$ cat src/rtl/fluxo_dados_busca_n_pkg.sv
// Shared definitions for the search datapath: state codes, sweep
// direction codes and a small state-decoding helper.
package fluxo_dados_busca_n_pkg;

  typedef logic [2:0] estado_t;

  localparam estado_t INICIAL   = 3'd0;
  localparam estado_t PREPARA   = 3'd1;
  localparam estado_t BUSCA     = 3'd2;
  localparam estado_t ACHOU     = 3'd3;
  localparam estado_t NAO_ACHOU = 3'd4;

  localparam logic SUBIR  = 1'b0;
  localparam logic DESCER = 1'b1;

  // True for the two states in which a search has concluded.
  function automatic logic estado_final(input estado_t e);
    return (e == ACHOU) || (e == NAO_ACHOU);
  endfunction

endpackage

$ cat src/rtl/fluxo_dados_busca_n_contador.sv
// N-bit up/down counter with synchronous clear, synchronous load and
// count enable. o_rco flags the terminal value for the current
// direction: all ones when counting up, zero when counting down.
module contador_updown_n
  import fluxo_dados_busca_n_pkg::*;
#(
  parameter int N = 4
) (
  input  logic         clock,
  input  logic         reset,
  input  logic         i_zera,
  input  logic         i_carrega,
  input  logic         i_conta,
  input  logic         i_direcao,
  input  logic [N-1:0] i_dado,
  output logic [N-1:0] o_q,
  output logic         o_rco
);

  localparam logic [N-1:0] UM = N'(1);

  logic [N-1:0] r_q;

  // Clear wins over load, load wins over counting.
  always_ff @(posedge clock or negedge reset) begin
    if (!reset) begin
      r_q <= '0;
    end else if (i_zera) begin
      r_q <= '0;
    end else if (i_carrega) begin
      r_q <= i_dado;
    end else if (i_conta) begin
      if (i_direcao == DESCER) begin
        r_q <= r_q - UM;
      end else begin
        r_q <= r_q + UM;
      end
    end
  end

  assign o_q   = r_q;
  assign o_rco = (i_direcao == DESCER) ? (r_q == '0) : (r_q == '1);

endmodule

$ cat src/rtl/hexa7seg.sv
// Hex digit to 7-segment decoder for the board displays.
// Segments are active-low, ordered {g,f,e,d,c,b,a}.
module hexa7seg (
  input  logic [3:0] i_hexa,
  output logic [6:0] o_display
);

  // Pure lookup from nibble value to segment pattern.
  always_comb begin
    o_display = 7'b1111111;
    case (i_hexa)
      4'h0: o_display = 7'b1000000;
      4'h1: o_display = 7'b1111001;
      4'h2: o_display = 7'b0100100;
      4'h3: o_display = 7'b0110000;
      4'h4: o_display = 7'b0011001;
      4'h5: o_display = 7'b0010010;
      4'h6: o_display = 7'b0000010;
      4'h7: o_display = 7'b1111000;
      4'h8: o_display = 7'b0000000;
      4'h9: o_display = 7'b0010000;
      4'hA: o_display = 7'b0001000;
      4'hB: o_display = 7'b0000011;
      4'hC: o_display = 7'b1000110;
      4'hD: o_display = 7'b0100001;
      4'hE: o_display = 7'b0000110;
      4'hF: o_display = 7'b0001110;
      default: o_display = 7'b1111111;
    endcase
  end

endmodule

$ cat src/rtl/fluxo_dados_busca_n.sv
// Search datapath: a loaded up/down counter sweeps toward its terminal
// value while being compared with a registered target. The sweep stops
// on a match or on reaching the terminal value, never wrapping around.
// The count is mirrored on DIGITOS hex displays for debugging.
module fluxo_dados_busca_n
  import fluxo_dados_busca_n_pkg::*;
#(
  parameter  int N       = 4,
  localparam int DIGITOS = N / 4
) (
  input  logic                 clock,
  input  logic                 reset,
  input  logic                 iniciar,
  input  logic                 cancelar,
  input  logic                 modo,
  input  logic [N-1:0]         valor_inicial,
  input  logic [N-1:0]         chaves,
  output logic [N-1:0]         contagem,
  output logic                 menor,
  output logic                 maior,
  output logic                 igual,
  output logic                 fim,
  output logic                 pronto,
  output logic                 achou,
  output logic [2:0]           db_estado,
  output logic [7*DIGITOS-1:0] db_contagem
);

  if ((N % 4) != 0 || N < 4) begin : g_erro_largura
    $error("fluxo_dados_busca_n: N must be a positive multiple of 4");
  end

  estado_t      r_estado;
  logic         r_pronto;
  logic         r_achou;
  logic [N-1:0] r_alvo;
  logic         r_modo;

  estado_t      w_prox;
  logic         w_zera;
  logic         w_carrega;
  logic         w_conta;
  logic [N-1:0] w_contagem;
  logic         w_fim;
  logic         w_igual;

  contador_updown_n #(
    .N(N)
  ) u_contador (
    .clock     (clock),
    .reset     (reset),
    .i_zera    (w_zera),
    .i_carrega (w_carrega),
    .i_conta   (w_conta),
    .i_direcao (r_modo),
    .i_dado    (valor_inicial),
    .o_q       (w_contagem),
    .o_rco     (w_fim)
  );

  assign w_igual = (w_contagem == r_alvo);

  // Next-state and counter control; cancelar overrides everything and
  // unused codes fall back to INICIAL.
  always_comb begin
    w_prox    = INICIAL;
    w_zera    = 1'b0;
    w_carrega = 1'b0;
    w_conta   = 1'b0;
    if (cancelar) begin
      w_prox = INICIAL;
      w_zera = 1'b1;
    end else begin
      case (r_estado)
        INICIAL: begin
          w_prox = iniciar ? PREPARA : INICIAL;
        end
        PREPARA: begin
          w_carrega = 1'b1;
          w_prox    = BUSCA;
        end
        BUSCA: begin
          if (w_igual) begin
            w_prox = ACHOU;
          end else if (w_fim) begin
            w_prox = NAO_ACHOU;
          end else begin
            w_prox  = BUSCA;
            w_conta = 1'b1;
          end
        end
        ACHOU: begin
          w_prox = iniciar ? PREPARA : ACHOU;
        end
        NAO_ACHOU: begin
          w_prox = iniciar ? PREPARA : NAO_ACHOU;
        end
        default: begin
          w_prox = INICIAL;
        end
      endcase
    end
  end

  // State register with pronto/achou decoded from the next state so they
  // line up with the state they describe.
  always_ff @(posedge clock or negedge reset) begin
    if (!reset) begin
      r_estado <= INICIAL;
      r_pronto <= 1'b0;
      r_achou  <= 1'b0;
    end else begin
      r_estado <= w_prox;
      r_pronto <= estado_final(w_prox);
      r_achou  <= (w_prox == ACHOU);
    end
  end

  // Target and direction are captured only while preparing a sweep, so
  // switch changes during a search are invisible to it.
  always_ff @(posedge clock or negedge reset) begin
    if (!reset) begin
      r_alvo <= '0;
      r_modo <= SUBIR;
    end else if (w_carrega) begin
      r_alvo <= chaves;
      r_modo <= modo;
    end
  end

  assign contagem  = w_contagem;
  assign menor     = (w_contagem < r_alvo);
  assign maior     = (w_contagem > r_alvo);
  assign igual     = w_igual;
  assign fim       = w_fim;
  assign pronto    = r_pronto;
  assign achou     = r_achou;
  assign db_estado = r_estado;

  for (genvar i = 0; i < DIGITOS; i++) begin : g_digitos
    hexa7seg u_hexa (
      .i_hexa    (w_contagem[4*i+3:4*i]),
      .o_display (db_contagem[7*i+6:7*i])
    );
  end

endmodule

$ cat config.mk
export PLATFORM = sky130hd
export DESIGN_NAME = fluxo_dados_busca_n
export DESIGN_NICKNAME = d
export VERILOG_FILES = /design/src/rtl/fluxo_dados_busca_n_pkg.sv /design/src/rtl/fluxo_dados_busca_n_contador.sv /design/src/rtl/hexa7seg.sv /design/src/rtl/fluxo_dados_busca_n.sv
export SDC_FILE = /design/constraint.sdc
export NUM_CORES = 1
export LEC_CHECK = 0
export ABC_AREA = 1
export CAP_MARGIN = 20
export CORE_MARGIN = 10
export CORE_UTILIZATION = 51
export DETAILED_ROUTE_END_ITERATION = 7
export GPL_TIMING_DRIVEN = 0
export HOLD_SLACK_MARGIN = 0.15
export PLACE_DENSITY = 0.84
export SYNTH_ARGS = -nofsm -noshare
export SYNTH_HDL_FRONTEND = slang
export SYNTH_HIERARCHICAL = 1
export SYNTH_SLANG_ARGS = --single-unit
$ cat constraint.sdc
create_clock -name clock -period 3.9 [get_ports clock]
set_input_delay 0.78 -clock clock [delete_from_list [all_inputs] [get_ports clock]]
set_output_delay 0.78 -clock clock [all_outputs]
set_load 0.005 [all_outputs]
* Yosys cells after proc, flatten, opt, wreduce, memory -nomap -nowiden *
Memories as Yosys holds them, arrays and structs flattened.
Index checks and enable logic that the tools add are counted.

storage, ports and cells
  register bits = 14
  ROM bits = 112
  input bits = 13
  logic and storage cells = 42
  memories kept = 1

operators by class
  add/subtract/negate cells = 2
  magnitude comparators = 2
  equality and inequality tests = 8
  muxes and demuxes = 19
  reductions and logical operators = 4

memories
  memory           depth  width  read ports  clocked after memory_dff  write ports  RTL line        source
  (no name shown)  16     7      1           0                         0            hexa7seg.sv:11  case (i_hexa)

operators with widths
  operator                                             count
  two-way mux 4 bit                                    4
  one-hot mux 3 bit (5 select lines)                   1
  two-way mux 3 bit                                    4
  equality test 3 x 2 -> 1 bit, second input constant  3
  two-way mux 1 bit                                    9
  equality test 3 bit, second input constant           2
  adder 4 x 1 -> 4 bit, second input constant          1
  equality test 4 bit                                  1
  equality test 4 bit, second input constant           1
  greater-than comparator 4 bit                        1
  logical NOT 4 bit                                    1
  < comparator 4 bit                                   1
  subtractor 4 x 1 -> 4 bit, second input constant     1
  equality test 3 x 1 -> 1 bit, second input constant  1
  logical NOT 3 bit                                    1
  nonzero test 3 bit                                   1
  two-way mux 2 bit                                    1
  logical OR 1 bit                                     1

* Logic depth before layout (Yosys ltp) *
Gate-level depths: netlist of run 1.

  depth after elaboration = 9
  gate-level depth with buffers = 9
  mapped depth without buffers = 9

* By module *
Netlist of run 1, hierarchy kept.

by module, submodules not included
  module               times used  cells each  area an instance (µm²)  seq. area each (µm²)
  fluxo_dados_busca_n  1           73          566.8                   250.2
  contador_updown_n    1           51          347.8                   100.1
  hexa7seg             1           49          274.0                   0.0

* Worst setup path after synthesis of run 1 *
No wires, ideal clock.

  path kind = reg2out
  start = reg u_contador.r_q[2] (netlist: u_contador/o_q[2])
  end = out maior
  data arrival time = 1.248 ns
  data required time = 3.120 ns
  slack = 1.872 ns
  cell stages (with the launch flop) = 6
  path through = dfrtp_1 > ha_1 > nand2_2 > o21bai_1 > and3_1 > nor2_1

between the ends
  word-level cells in the longest chain between the ends = 1

ends and longest elaborated chain
  element                        RTL line                            source
  start, declared                fluxo_dados_busca_n_contador.sv:22  logic [N-1:0] r_q;
  start signal, assigned         fluxo_dados_busca_n_contador.sv:31  r_q <= i_dado;
  start signal, assigned         fluxo_dados_busca_n_contador.sv:34  r_q <= r_q - UM;
  start signal, assigned         fluxo_dados_busca_n_contador.sv:36  r_q <= r_q + UM;
  greater-than comparator 4 bit  fluxo_dados_busca_n.sv:133          assign maior = (w_contagem > r_alvo);
  end, declared                  fluxo_dados_busca_n.sv:20           output logic maior,

No other way between the ends.

* Worst setup path after layout of run 1 *
  start = reg u_contador.r_q[0] (netlist: u_contador/o_q[0])
  end = out db_contagem[3]

between the ends
  word-level cells in the longest chain between the ends = 1

ends and longest elaborated chain
  element                   RTL line                   source
  memory read (16 x 7 bit)  n/a
  end, declared             fluxo_dados_busca_n.sv:26  output logic [7*DIGITOS-1:0] db_contagem

No other way between the ends.

==> flow_summary_export.csv, run 1 <==
group,metric,value,unit
critical_path,path_cells,"inv_1 -> ha_1 -> nand2_1 -> nand3_1 -> nand2_1 -> clkdlybuf4s50_1",
detailed_routing,top_layer_used,"met4",
detailed_routing,ant_nets,0,
power,ir_drop,0.3983,mV
grt,grt_overflow,0,
placement,finalWeightedCongestion,0.8455,
power,pwr_density_cell,464.4,nW/um^2
critical_path,cpPeakStageDelay,0.58,ns
detailed_routing,vias,1207,
floorplanning,dieWidth,68.28,um
synthesis,syn_area,1189,um^2
worst_hold_path,holdPathEnd,"r_alvo[0]$_DFFE_PN0P_",
critical_path,worstPathRequired,3.12,ns
critical_path,critPathMostFrequentCell,"nand2_1",
clock_network,ctsResizeCount,0,
detailed_routing,first_pass_iters,4,
critical_path,crit_fanout,12,
layout,diodes,0,
clock_network,h-tree-depth,1,
grt,grt_pass1_vias,1195,
synthesis,postSynthAreaPerCell,6.871,um^2
layout,layout.nets,237,
grt,grt_use_total,0.1368,
layout,drive_gt1_frac,0.08612,
timing,worst_pin_slew,0.6509,ns
grt,grt_max_degree,15,
clock_network,cts_tree,"done",
floorplanning,die_h,68.28,um
timing,finClkSkew,0.002151,ns
placement,hpwl,2.469,mm
critical_path,r2r_setup_slack,1.86,ns
timing,layout_min_cycle_time,2.926,ns
power,cellLeakagePower,0.0008306,uW
timing,finalSetupViolCount,0,
synthesis,synth_cells,173,
critical_path,critPathLaunchType,"flop",
detailed_routing,routed-wl-met2,1.579,mm
placement,place_inst,233,
detailed_routing,wl,3.017,mm
placement,portBuffers,32,
synthesis,ys_warn_count,6,
critical_path,path_buf_inv,2,
run_status,outcome,"complete, no violations",
clock_network,cts_buffers,3,
detailed_routing,drtIter0Drc,92,
synthesis,yosysSeqAreaShare,0.2947,
critical_path,timing.rr.start,"u_contador/o_q[0]$_DFFE_PN0P_",
critical_path,reg2reg_depth,9,
critical_path,path_delay_family,"buffers and inverters",
clock_network,insertion_delay,0.29,ns
layout,nFillCells,183,
timing,slew_headroom,0.5647,
run,cap_violations,0,
worst_hold_path,min-delay-start,"r_alvo[0]$_DFFE_PN0P_",
critical_path,crit_arrival,2.15,ns
detailed_routing,viasPerCell,5.093,
critical_path,critPathKind,"reg2out",
grt,grt_pass1_wl,4.988,mm
layout,stdcell_count,237,
clock_network,clockBufferDepth,2,
timing,rsz0062_at_grt,"no",
synthesis,syn_nets,200,
timing,hold_violations,0,
clock_network,post_cts_buffers,0,
detailed_routing,met1_length,1.154,mm
critical_path,cp-end-kind,"primary output",
timing,slew_violations,0,
worst_hold_path,hold_path_class,"reg2reg",
timing,period_share,0.7503,
floorplanning,io-pin-count,33,
synthesis,ys_types,27,
floorplanning,dieArea,4661,um^2
timing,max_freq,0.3417,GHz
layout,syn2layout_area_growth,32.95,%
timing,tns,0,ns
critical_path,crit_slowest_cell,"dfrtp_1",
floorplanning,fp.coreArea,2212,um^2
critical_path,reg2reg_to,"u_contador/o_q[2]$_DFFE_PN0P_",
detailed_routing,routedWlPerCell,12.73,um
clock_network,root_buffer,"clkbuf_4",
detailed_routing,drc_errors,0,
floorplanning,start_util,0.5373,
clock_network,numClockSinks,14,
synthesis,synth_seq_cells,14,
clock_network,cts-hold-fix-buffers,0,
clock_network,cts.clk_slew.worst_paths,0.09,ns
grt,antenna_found_initial,0,
floorplanning,rows,17,
detailed_routing,wl_met3,236,um
worst_hold_path,hold_depth,2,
[metal layers]
layer,up-vias,global-route usage
met3,7,0.04241
met5,-,0
li1,618,-
met4,0,0.05528
met2,36,0.2616
met1,546,0.1320
[worst max path at each step]
stage                     depth (start not counted)             end                           from  slack, ns
after floorplan                                   5           maior  u_contador/o_q[2]$_DFFE_PN0P_       1.87
after global placement                            6  db_contagem[3]  u_contador/o_q[0]$_DFFE_PN0P_       1.33
after detailed placement                          6  db_contagem[3]  u_contador/o_q[0]$_DFFE_PN0P_       1.30
after CTS                                         6  db_contagem[3]  u_contador/o_q[0]$_DFFE_PN0P_       0.97
after global routing                              6  db_contagem[3]  u_contador/o_q[0]$_DFFE_PN0P_       0.85
final                                             6  db_contagem[3]  u_contador/o_q[0]$_DFFE_PN0P_       0.97
[cell families (layout without fill, tap and decap cells)]
family / after synthesis / after routing / synth area share
adders and majority gates: 14 / 14 / 0.1537
buffers and inverters: 33 / 69 / 0.1126
and+or+nand+nor: 92 / 92 / 0.3400
DFF: 14 / 14 / 0.2947
xor gates and xnor gates: 1 / 1 / 0.007370
AOI/OAI and AO/OA: 19 / 19 / 0.09158
[cells in the mapped netlist (all sizes together)]
| cell type | count | area (um^2) |
|---|---|---|
| a21oi | 2 | 10.01 |
| or2 | 1 | 6.260 |
| xnor2 | 1 | 8.760 |
| nand2 | 56 | 215.2 |
| nor4 | 1 | 6.260 |
| fa | 1 | 20.02 |
| o22ai | 3 | 18.77 |
| and3 | 1 | 6.260 |
| nand3 | 17 | 95.09 |
| nand3b | 1 | 7.510 |
| inv | 30 | 112.6 |
| o21ai | 13 | 72.57 |
| ha | 13 | 162.7 |
| o21bai | 1 | 7.510 |
| nor3 | 1 | 5.000 |
| clkinv | 1 | 5.000 |
| buf | 2 | 16.26 |
| nor2 | 14 | 62.56 |
| dfrtp | 14 | 350.3 |
[registers in the layout (all words and copies together), names as in the netlist]
signal,count
u_contador/o_q,4
r_modo,1
db_estado,3
pronto,1
r_alvo,4
achou,1
[area by class of cell]
type | instances | area [um^2] | area share
Buffer | 2 | 16.27 | 0.01029
Clock buffer | 4 | 36.28 | 0.02296
Inverter | 31 | 117.6 | 0.07443
Multi-Input combinational cell | 126 | 704.4 | 0.4458
Sequential cell | 14 | 350.3 | 0.2217
Tap cell | 28 | 35.03 | 0.02217
Timing Repair Buffer | 32 | 320.3 | 0.2027
[cell usage in the layout (no fill, tap or decap), drive strengths merged, types with 2 or more instances in the layout]
cell / synthesis / routed
nor2: 14 / 14
clkdlybuf4s50: 0 / 32
nand3: 17 / 17
buf: 2 / 2
a21oi: 2 / 2
clkbuf: 0 / 4
ha: 13 / 13
inv: 30 / 30
nand2: 56 / 56
o22ai: 3 / 3
o21ai: 13 / 13
dfrtp: 14 / 14
[worst reg2reg max path, delay by kind of cell (launching register included)]
family	cells	cell delay, ns
and+or+nand+nor	4	0.68
buffers and inverters	1	0.09
AOI/OAI and AO/OA	3	0.33
adders and majority gates	1	0.30
DFF	1	0.58
[where the power goes]
group / switching, uW / internal (uW) / total, uW / leakage [uW]
registers: 32.7 / 177 / 210 / 0.000185
clock network: 49.9 / 56.9 / 107 / 0.0000210
logic: 211 / 206 / 417 / 0.000624
total: 294 / 440 / 734 / 0.000831
[per-stage QoR]
stage / total power, uW / setup WS, ns / cell area [um^2] / utilization / hold slack, ns
after global routing: 803.3 / 0.8500 / 1580 / 0.7144 / 0.5438
final: 733.9 / 0.9738 / 1580 / 0.7144 / 0.5064
after floorplan: 453.8 / 1.872 / 1189 / - / 0.4528
after detailed placement: 632.3 / 1.296 / 1544 / 0.6980 / 0.4900
after CTS: 742.0 / 0.9728 / 1580 / 0.7144 / 0.5191
after global placement: 616.3 / 1.332 / 1544 / 0.6980 / 0.4859
(Power assumes the default switching activity.)
==> run 2: changes to the inputs <==
Settings changed: CORE_UTILIZATION 51 to 43, PLACE_DENSITY 0.84 to 0.76.
Clock period 3.9 ns to 2.6 ns, I/O delays scaled along.
==> flow_summary_export.csv, run 2 (synthesized netlist as in run 1, its figures left out) <==
group,metric,value,unit
power,pwr_density_cell,685.7,nW/um^2
timing,layout_min_cycle_time,2.461,ns
grt,antenna_found_initial,0,
timing,finClkSkew,0.004064,ns
layout,nFillCells,268,
power,pwr-share-comb,0.592,
timing,slew_violations,0,
placement,hpwl,2.485,mm
critical_path,worstPathRequired,2.08,ns
layout,final_area,1652,um^2
timing,rsz0062_at_grt,"no",
floorplanning,rows,19,
grt,grt_overflow,0,
power,total_power,1132,uW
clock_network,numClockSinks,14,
power,pwr-share-seq,0.270,
timing,period_share,0.9464,
floorplanning,dieArea,5267,um^2
power,pwr-share-clk,0.138,
grt,grt_pass1_wl,5.354,mm
layout,layout.nets,245,
layout,multi_input_area,704.4,um^2
detailed_routing,first_pass_iters,4,
clock_network,cts_tree,"done",
clock_network,cts-hold-fix-buffers,0,
critical_path,crit_slowest_cell,"clkdlybuf4s50_1",
critical_path,critPathMostFrequentCell,"nand2_1",
critical_path,crit_arrival,1.94,ns
layout,register_area,355.3,um^2
clock_network,h-tree-depth,1,
timing,slew_headroom,0.5843,
clock_network,insertion_delay,0.28,ns
timing,hold_violations,0,
floorplanning,die_h,72.58,um
detailed_routing,drc_errors,0,
power,ir_drop,0.4271,mV
critical_path,crit_fanout,11,
floorplanning,start_util,0.4386,
clock_network,clockBufferDepth,2,
clock_network,root_buffer,"clkbuf_4",
placement,place_inst,236,
detailed_routing,vias,1281,
detailed_routing,wl,3.184,mm
grt,grt_pass1_vias,1266,
timing,max_freq,0.4064,GHz
layout,drive_gt1_frac,0.1429,
power,swShare,0.3991,
layout,layout_common_cells,"nand2_1 (54), clkdlybuf4s50_1 (31), inv_1 (26)",
clock_network,cts.clk_slew.worst_paths,0.09,ns
timing,holdWs,0.4963,ns
timing,tns,0,ns
detailed_routing,viasPerCell,5.165,
floorplanning,io-pin-count,33,
timing,worst_pin_slew,0.6216,ns
placement,portBuffers,32,
critical_path,path_delay_family,"buffers and inverters",
detailed_routing,ant_nets,0,
critical_path,cpPeakStageDelay,0.49,ns
critical_path,cp-end-kind,"primary output",
run,cap_violations,0,
critical_path,path_cells,"inv_1 -> ha_1 -> nand2_1 -> nand3_1 -> nand2_1 -> clkdlybuf4s50_1",
floorplanning,fp.coreArea,2710,um^2
placement,finalWeightedCongestion,0.8480,
power,p_switching,451.9,uW
clock_network,cts_buffers,3,
floorplanning,dieWidth,72.58,um
power,p_int,680.5,uW
run_status,outcome,"complete, no violations",
grt,grt_use_total,0.1196,
layout,syn2layout_area_growth,38.95,%
detailed_routing,routedWlPerCell,12.84,um
worst_hold_path,hold_path_class,"reg2reg",
layout,stdcell_count,248,
critical_path,critPathLaunchType,"flop",
detailed_routing,drtIter0Drc,109,
power,cellLeakagePower,0.0008828,uW
layout,diodes,0,
layout,final_common_cell,"nand2_1",
timing,finalSetupViolCount,0,
critical_path,critPathKind,"reg2out",
grt,grt_max_degree,15,
placement,dpl_cell_area,1548,um^2
critical_path,path_buf_inv,2,
run 2: worst paths after layout:
| check | start | to | slack (ns) | cells past startpoint |
|---|---|---|---|---|
| worst max-delay path | u_contador/o_q[0]$_DFFE_PN0P_ | db_contagem[3] | 0.14 | 6 |
| worst min-delay path | r_alvo[0]$_DFFE_PN0P_ | r_alvo[0]$_DFFE_PN0P_ | 0.50 | 2 |
| worst max register to register | u_contador/o_q[0]$_DFFE_PN0P_ | u_contador/o_q[2]$_DFFE_PN0P_ | 0.63 | 9 |
| worst min register to register | r_alvo[0]$_DFFE_PN0P_ | r_alvo[0]$_DFFE_PN0P_ | 0.50 | 2 |
| max in group asynchronous | reset | u_contador/o_q[0]$_DFFE_PN0P_ | 1.54 | 1 |
| min in group asynchronous | reset | db_estado[0]$_DFF_PN0_ | 0.62 | 1 |
run 2: routing by layer:
layer  part of all wire  wire length, um  vias up  track usage
met5                  0                0        -            0
met1               0.39             1244      597       0.1247
met4              0.023               72        0      0.04852
li1                   -                -      631            -
met3              0.080              254        9      0.03810
met2               0.51             1612       44       0.2148
run 2: layout make-up:
| type | count | share of cell area |
|---|---|---|
| Tap cell | 31 | 0.02348 |
| Multi-Input combinational cell | 126 | 0.4265 |
| Inverter | 31 | 0.07121 |
| Sequential cell | 14 | 0.2152 |
| Clock buffer | 4 | 0.02197 |
| Timing Repair Buffer | 40 | 0.2318 |
| Buffer | 2 | 0.009849 |
run 2: stage by stage:
step | util | setup WS (ns)
after floorplan | - | 0.8321
after global placement | 0.5711 | 0.2782
after global routing | 0.6094 | 0.01324
final | 0.6094 | 0.1394
after detailed placement | 0.5711 | 0.2457
after CTS | 0.5974 | 0.03190
run 2: repair_timing:
action	CTS	global route
setup endpoints to repair	3	3
endpoints found under the hold margin	0	0
pin swaps	0	0
buffers inserted	4	4
gates resized for setup	4	2
run 2: power by group through the flow:
stage,clock [uW],sequential [uW],combinational [uW]
2_1_floorplan,0,307,374
3_3_place_gp,0,316,612
3_5_place_dp,0,319,633
4_1_cts,160,306,664
5_1_grt,168,311,757
6_report,157,305,670
run 2: worst reg2reg max path: cells and delay by family, from the launching register on:
family | cells | cell delay (ns)
AO/OA/AOI/OAI | 3 | 0.33
buffers and inverters | 1 | 0.08
flip-flops | 1 | 0.48
AND/OR/NAND/NOR | 4 | 0.72
adder cells (fa/ha/maj) | 1 | 0.30
